--- src/rtl/gfx_rom_pkg.sv ---
// Shared types and constants for the graphics ROM arbiter.
//   state_e      : arbiter FSM states
//   rom_word_t   : captured 32-bit word {hi, lo} from the K19/K13 ROM pair
//   ROM_AW/ROM_DW: ROM word-address and per-chip data widths
package gfx_rom_pkg;

    localparam int unsigned ROM_AW                = 18;
    localparam int unsigned ROM_DW                = 16;
    localparam int unsigned DEFAULT_ACCESS_CYCLES = 8;

    typedef enum logic [1:0] {
        IDLE    = 2'd0,
        ACCESS  = 2'd1,
        RECOVER = 2'd2
    } state_e;

    typedef struct packed {
        logic [ROM_DW-1:0] hi;
        logic [ROM_DW-1:0] lo;
    } rom_word_t;

endpackage

--- src/rtl/gfx_rom_arbiter_rr_arb2.sv ---
// Two-input round-robin grant logic (combinational).
//   req[1:0]  : in  request vector, bit 0 = tile, bit 1 = sprite
//   prio      : in  side that wins when both request (0 = tile)
//   advance   : in  a grant is being taken this cycle
//   gnt[1:0]  : out one-hot grant (zero when no request)
//   next_prio : out priority to load into the owner's prio register
module rr_arb2 (
    input  logic [1:0] req,
    input  logic       prio,
    input  logic       advance,
    output logic [1:0] gnt,
    output logic       next_prio
);

    // Single requester always wins; contention resolved by prio.
    always_comb begin
        gnt = 2'b00;
        unique case (req)
            2'b01:   gnt = 2'b01;
            2'b10:   gnt = 2'b10;
            2'b11:   gnt = prio ? 2'b10 : 2'b01;
            default: gnt = 2'b00;
        endcase
    end

    // After a grant, priority moves to the side that was not served.
    always_comb begin
        next_prio = prio;
        if (advance && (gnt != 2'b00)) begin
            next_prio = gnt[0];
        end
    end

endmodule

--- src/rtl/gfx_rom_arbiter.sv ---
// Arbitrates the K13/K19 graphics ROM pair between the tile fetch path and
// the sprite fetch path, drives the shared ROM control lines, waits
// ACCESS_CYCLES clocks for the access time and returns the word with a
// one-cycle ack to the granted requester.
//   clk, reset            : clock, synchronous active-high reset
//   t_req/t_addr/t_ack    : tile requester handshake
//   s_req/s_addr/s_ack    : sprite requester handshake
//   rd_data               : captured {hi, lo} word, valid in the ack cycle
//   busy                  : high whenever the FSM is not idle
//   rom_addr/cen/oen      : registered ROM address and active-low controls
//   rom_lo_data/hi_data   : K13 / K19 data buses
module gfx_rom_arbiter
    import gfx_rom_pkg::*;
#(
    parameter int unsigned ACCESS_CYCLES = DEFAULT_ACCESS_CYCLES,
    parameter int unsigned AW            = ROM_AW
) (
    input  logic                clk,
    input  logic                reset,
    input  logic                t_req,
    input  logic [AW-1:0]       t_addr,
    output logic                t_ack,
    input  logic                s_req,
    input  logic [AW-1:0]       s_addr,
    output logic                s_ack,
    output logic [2*ROM_DW-1:0] rd_data,
    output logic                busy,
    output logic [AW-1:0]       rom_addr,
    output logic                rom_cen,
    output logic                rom_oen,
    input  logic [ROM_DW-1:0]   rom_lo_data,
    input  logic [ROM_DW-1:0]   rom_hi_data
);

    localparam int unsigned CNT_W = $clog2(ACCESS_CYCLES) + 1;

    state_e           state_q, state_d;
    logic [CNT_W-1:0] cnt_q, cnt_d;
    logic [AW-1:0]    addr_q, addr_d;
    logic             cen_q, cen_d;
    logic             oen_q, oen_d;
    logic             t_ack_q, t_ack_d;
    logic             s_ack_q, s_ack_d;
    rom_word_t        rd_data_q, rd_data_d;
    logic             busy_q, busy_d;
    logic             sel_q, sel_d;      // granted side: 0 tile, 1 sprite
    logic             prio_q, prio_d;

    logic [1:0]       req_c;
    logic [1:0]       gnt_c;
    logic             advance_c;
    logic             next_prio_c;

    assign req_c     = {s_req, t_req};
    assign advance_c = (state_q == IDLE) && (req_c != 2'b00);

    rr_arb2 u_arb (
        .req       (req_c),
        .prio      (prio_q),
        .advance   (advance_c),
        .gnt       (gnt_c),
        .next_prio (next_prio_c)
    );

    // Next-state and registered-output logic.
    always_comb begin
        state_d   = state_q;
        cnt_d     = cnt_q;
        addr_d    = addr_q;
        cen_d     = cen_q;
        oen_d     = oen_q;
        t_ack_d   = 1'b0;
        s_ack_d   = 1'b0;
        rd_data_d = rd_data_q;
        sel_d     = sel_q;
        prio_d    = next_prio_c;

        unique case (state_q)
            IDLE: begin
                if (gnt_c != 2'b00) begin
                    sel_d   = gnt_c[1];
                    addr_d  = gnt_c[1] ? s_addr : t_addr;
                    cen_d   = 1'b0;
                    oen_d   = 1'b0;
                    cnt_d   = CNT_W'(ACCESS_CYCLES - 1);
                    state_d = ACCESS;
                end
            end
            ACCESS: begin
                if (cnt_q == '0) begin
                    rd_data_d.hi = rom_hi_data;
                    rd_data_d.lo = rom_lo_data;
                    t_ack_d      = ~sel_q;
                    s_ack_d      = sel_q;
                    cen_d        = 1'b1;
                    oen_d        = 1'b1;
                    state_d      = RECOVER;
                end else begin
                    cnt_d = cnt_q - CNT_W'(1);
                end
            end
            // Bus turnaround: ROM outputs release before the next grant.
            RECOVER: begin
                state_d = IDLE;
            end
            default: begin
                state_d = IDLE;
            end
        endcase

        busy_d = (state_d != IDLE);
    end

    // State and output registers.
    always_ff @(posedge clk) begin
        if (reset) begin
            state_q   <= IDLE;
            cnt_q     <= '0;
            addr_q    <= '0;
            cen_q     <= 1'b1;
            oen_q     <= 1'b1;
            t_ack_q   <= 1'b0;
            s_ack_q   <= 1'b0;
            rd_data_q <= '0;
            busy_q    <= 1'b0;
            sel_q     <= 1'b0;
            prio_q    <= 1'b0;
        end else begin
            state_q   <= state_d;
            cnt_q     <= cnt_d;
            addr_q    <= addr_d;
            cen_q     <= cen_d;
            oen_q     <= oen_d;
            t_ack_q   <= t_ack_d;
            s_ack_q   <= s_ack_d;
            rd_data_q <= rd_data_d;
            busy_q    <= busy_d;
            sel_q     <= sel_d;
            prio_q    <= prio_d;
        end
    end

    assign t_ack    = t_ack_q;
    assign s_ack    = s_ack_q;
    assign rd_data  = rd_data_q;
    assign busy     = busy_q;
    assign rom_addr = addr_q;
    assign rom_cen  = cen_q;
    assign rom_oen  = oen_q;

endmodule

--- config.mk ---
export PLATFORM = sky130hd
export DESIGN_NAME = gfx_rom_arbiter
export DESIGN_NICKNAME = d
export VERILOG_FILES = /design/src/rtl/gfx_rom_pkg.sv /design/src/rtl/gfx_rom_arbiter_rr_arb2.sv /design/src/rtl/gfx_rom_arbiter.sv
export SDC_FILE = /design/constraint.sdc
export NUM_CORES = 1
export LEC_CHECK = 0
export CAP_MARGIN = 20
export CORE_ASPECT_RATIO = 1.25
export CORE_MARGIN = 2
export CORE_UTILIZATION = 35
export DETAILED_ROUTE_END_ITERATION = 12
export GPL_TIMING_DRIVEN = 0
export PLACE_DENSITY_LB_ADDON = 0.3
export REMOVE_ABC_BUFFERS = 1
export SYNTH_ARGS = -nofsm -noshare
export SYNTH_HDL_FRONTEND = slang
export SYNTH_HIERARCHICAL = 1
export SYNTH_SLANG_ARGS = --single-unit
--- constraint.sdc ---
create_clock -name clk -period 1.5 [get_ports clk]
set_input_delay 0.225 -clock clk [delete_from_list [all_inputs] [get_ports clk]]
set_output_delay 0.225 -clock clk [all_outputs]
set_load 0.01 [all_outputs]
==> results.json <==
{
  "cts_tree": "done",
  "post-route-min-period_ns": 1.506,
  "slowest_delay_ns": 0.35,
  "die_w_um": 77.66,
  "post_drt_wl_per_cell_um": 15.70,
  "hp-class": "primary input to flop",
  "power_density_nw_per_um2": 1222,
  "fmaxAchievable_ghz": 0.6638,
  "drtAntennaViolNets": 0,
  "layout.cells.non_filler": 447,
  "fin_ws_ns": -0.006480,
  "initial_core_util_pct": 36.15,
  "die-area_sq_um": 7460,
  "cp_slowest_cell": "dfxtp_2",
  "cts.clk_slew.worst_paths_ns": 0.07,
  "grt_pass1_wl_um": 10550,
  "seq_area_frac_synth_pct": 52.29,
  "totalPowerFinal_mw": 5.253,
  "drive_above_1_share_pct": 18.89,
  "tightest_slew_ns": 0.6017,
  "grt_max_degree": 20,
  "path_cells": "inv_2, ha_4, nor3b_4, buf_4, nand2_8, nor2_4, buf_4, a22o_4",
  "drt_iter0_drc": 62,
  "top_usage_layer": "met2",
  "netlist_area_sq_um": 2374,
  "htree_num_levels": 3,
  "synth_cell_types": 37,
  "p_leak_nw": 2.042,
  "use_met3_pct": 9.287,
  "worst_path_most_repeated_cell": "buf_4",
  "drt-pass1-iter-count": 4,
  "antenna_cells": 0,
  "finalSetupViolCount": 6,
  "hpwl_um": 4040,
  "rsz0062_at_grt": "yes",
  "outcome": "finished with violations",
  "fillers": 525,
  "design.portCount": 127,
  "synth-edff-count": 0,
  "startpoint_type": "flop",
  "grt_antenna_before_repair": 0,
  "relSlewSlack_pct": 59.89,
  "nNetsFinal": 428,
  "cts_hold_repair.buffers": 0,
  "drt_drc_violations_left": 0,
  "clk_path_buf_depth": 2,
  "final_common_cell": "clkdlybuf4s50_1",
  "fin_crit_sh_pct": 100.4,
  "hold_viol_final": 0,
  "grt_pass1_vias": 2147,
  "worst-setup-path-type": "flop to flop",
  "yosysWarnings": 6,
  "path_max_fanout": 7,
  "use_met2_pct": 29.02,
  "placedCellCount": 407,
  "violations": "setup timing",
  "numCtsBuffers": 9,
  "ys.flop_type": "dfxtp_1",
  "overflow": 0,
  "grt_util_all_layers_pct": 18.43,
  "skew_ns": 0.002734,
  "synth_area_per_cell_sq_um": 11.41,
  "cp.required_ns": 1.73,
  "ir_drop_mv": 0.6900,
  "numClockSinks": 62,
  "hold_slack_ns": 0.3436,
  "vias_per_cell": 4.908,
  "ctsRootBufferMaster": "clkbuf_8",
  "layout_common_cells": "99 x clkdlybuf4s50_1, 59 x dfxtp_1, 31 x a22o_1, 26 x dlymetal6s2s_1, 22 x nor2_1",
  "die_h_um": 96.07,
  "insertion_delay_ns": 0.33,
  "vias": 2194,
  "ys_ff_latch": 62,
  "gp_congestion": 0.7065,
  "postSynth.asyncResetShare_pct": 0,
  "row_count": 33,
  "final_max_slew_viol_count": 0,
  "drv_cap": 0,
  "critPathArrivalTime_ns": 1.73,
  "totalWireLength_um": 7017,
  "syn_inst": 208,
  "syn_to_final_growth_pct": 81.13,
  "port_buffers": 126,
  "use_met1_pct": 21.49,
  "placeableCoreArea_sq_um": 6565,
  "endpoint_kind": "flop",
  "tns_ns": -0.01995
}
metrics by stage:
| step | instance area, sq um | worst slack [ns] | utilization [%] |
|---|---|---|---|
| floorplan | 2232 | -1.139 | - |
| global placement | 3602 | -2.219 | 54.87 |
| detailed placement | 3643 | -0.9626 | 55.50 |
| CTS | 4059 | -0.004753 | 61.83 |
| global route | 4299 | -0.06516 | 65.49 |
| finish | 4299 | -0.006480 | 65.49 |
synthesized netlist by cell type (2+ instances only):
library cell | instances | area (sq um)
a211oi_1 | 15 | 112.6
a31oi_1 | 3 | 18.77
a211oi_2 | 4 | 50.05
nor2_1 | 23 | 86.33
o21a_1 | 2 | 15.01
inv_1 | 3 | 11.26
buf_4 | 3 | 22.52
mux2i_1 | 18 | 180.2
buf_6 | 9 | 101.4
nor3_1 | 2 | 10.01
a22o_1 | 31 | 271.5
nand2_1 | 4 | 15.01
buf_2 | 2 | 10.01
a21oi_1 | 5 | 25.02
dfxtp_1 | 62 | 1241
cell families after synthesis:
logic type | after synthesis | share of synthesized area (%)
AOI/OAI and AO/OA | 68 | 23.99
and+or+nand+nor | 40 | 9.173
muxes | 18 | 7.591
DFF | 62 | 52.29
adders and majority gates | 1 | 0.5271
buffers and inverters | 19 | 6.431
critical path: cells and delay by family, from the launching register on:
| kind | cells | cell delay, ns |
|---|---|---|
| AOI/OAI and AO/OA | 1 | 0.21 |
| adders and majority gates | 1 | 0.15 |
| buffers and inverters | 3 | 0.40 |
| DFF | 1 | 0.35 |
| and+or+nand+nor | 3 | 0.29 |
final cells by class:
cell class / count / area, sq um / area share [%]
Sequential cell: 62 / 1245 / 28.96
Timing Repair Buffer: 147 / 1567 / 36.44
Multi-Input combinational cell: 132 / 1121 / 26.08
Tap cell: 87 / 108.9 / 2.532
Clock inverter: 7 / 122.6 / 2.852
Clock buffer: 9 / 123.9 / 2.881
Inverter: 3 / 11.26 / 0.2619
registers in the layout (all words and copies together), names as in the netlist:
register,count
t_ack,1
sel_q,1
rd_data,32
cnt_q,4
busy,1
prio_q,1
s_ack,1
rom_oen,1
state_q,2
rom_addr,18
path summary, 6_finish.rpt:
kind / to / startpoint / cells after the start / slack [ns]
worst max-delay path: rd_data[11]$_SDFFE_PP0P_ / cnt_q[0]$_SDFFE_PP0P_ / 8 / -0.006
worst min-delay path: prio_q$_SDFF_PP0_ / s_req / 3 / 0.34
worst max register to register: rd_data[11]$_SDFFE_PP0P_ / cnt_q[0]$_SDFFE_PP0P_ / 8 / -0.006
worst min register to register: t_ack$_SDFF_PP0_ / sel_q$_SDFFE_PP0P_ / 1 / 0.46
power by group:
group          internal [mW]  total [mW]  switching (mW)
Sequential              1.84        1.96           0.118
Clock                   1.11        1.79           0.677
Combinational          0.852        1.51           0.653
layer usage:
| layer | vias to the layer above | wire length (um) |
|---|---|---|
| met5 | - | 0 |
| met4 | 0 | 80 |
| met3 | 13 | 708 |
| met2 | 119 | 3256 |
| met1 | 991 | 2971 |
| li1 | 1071 | - |
repair_timing:
action / in CTS / in global routing
setup buffers: 9 / 10
resized for setup: 13 / 41
pin swaps: 7 / 9
endpoints found under the setup margin: 59 / 80
cloned: 4 / 2
(Power assumes the default switching activity.)
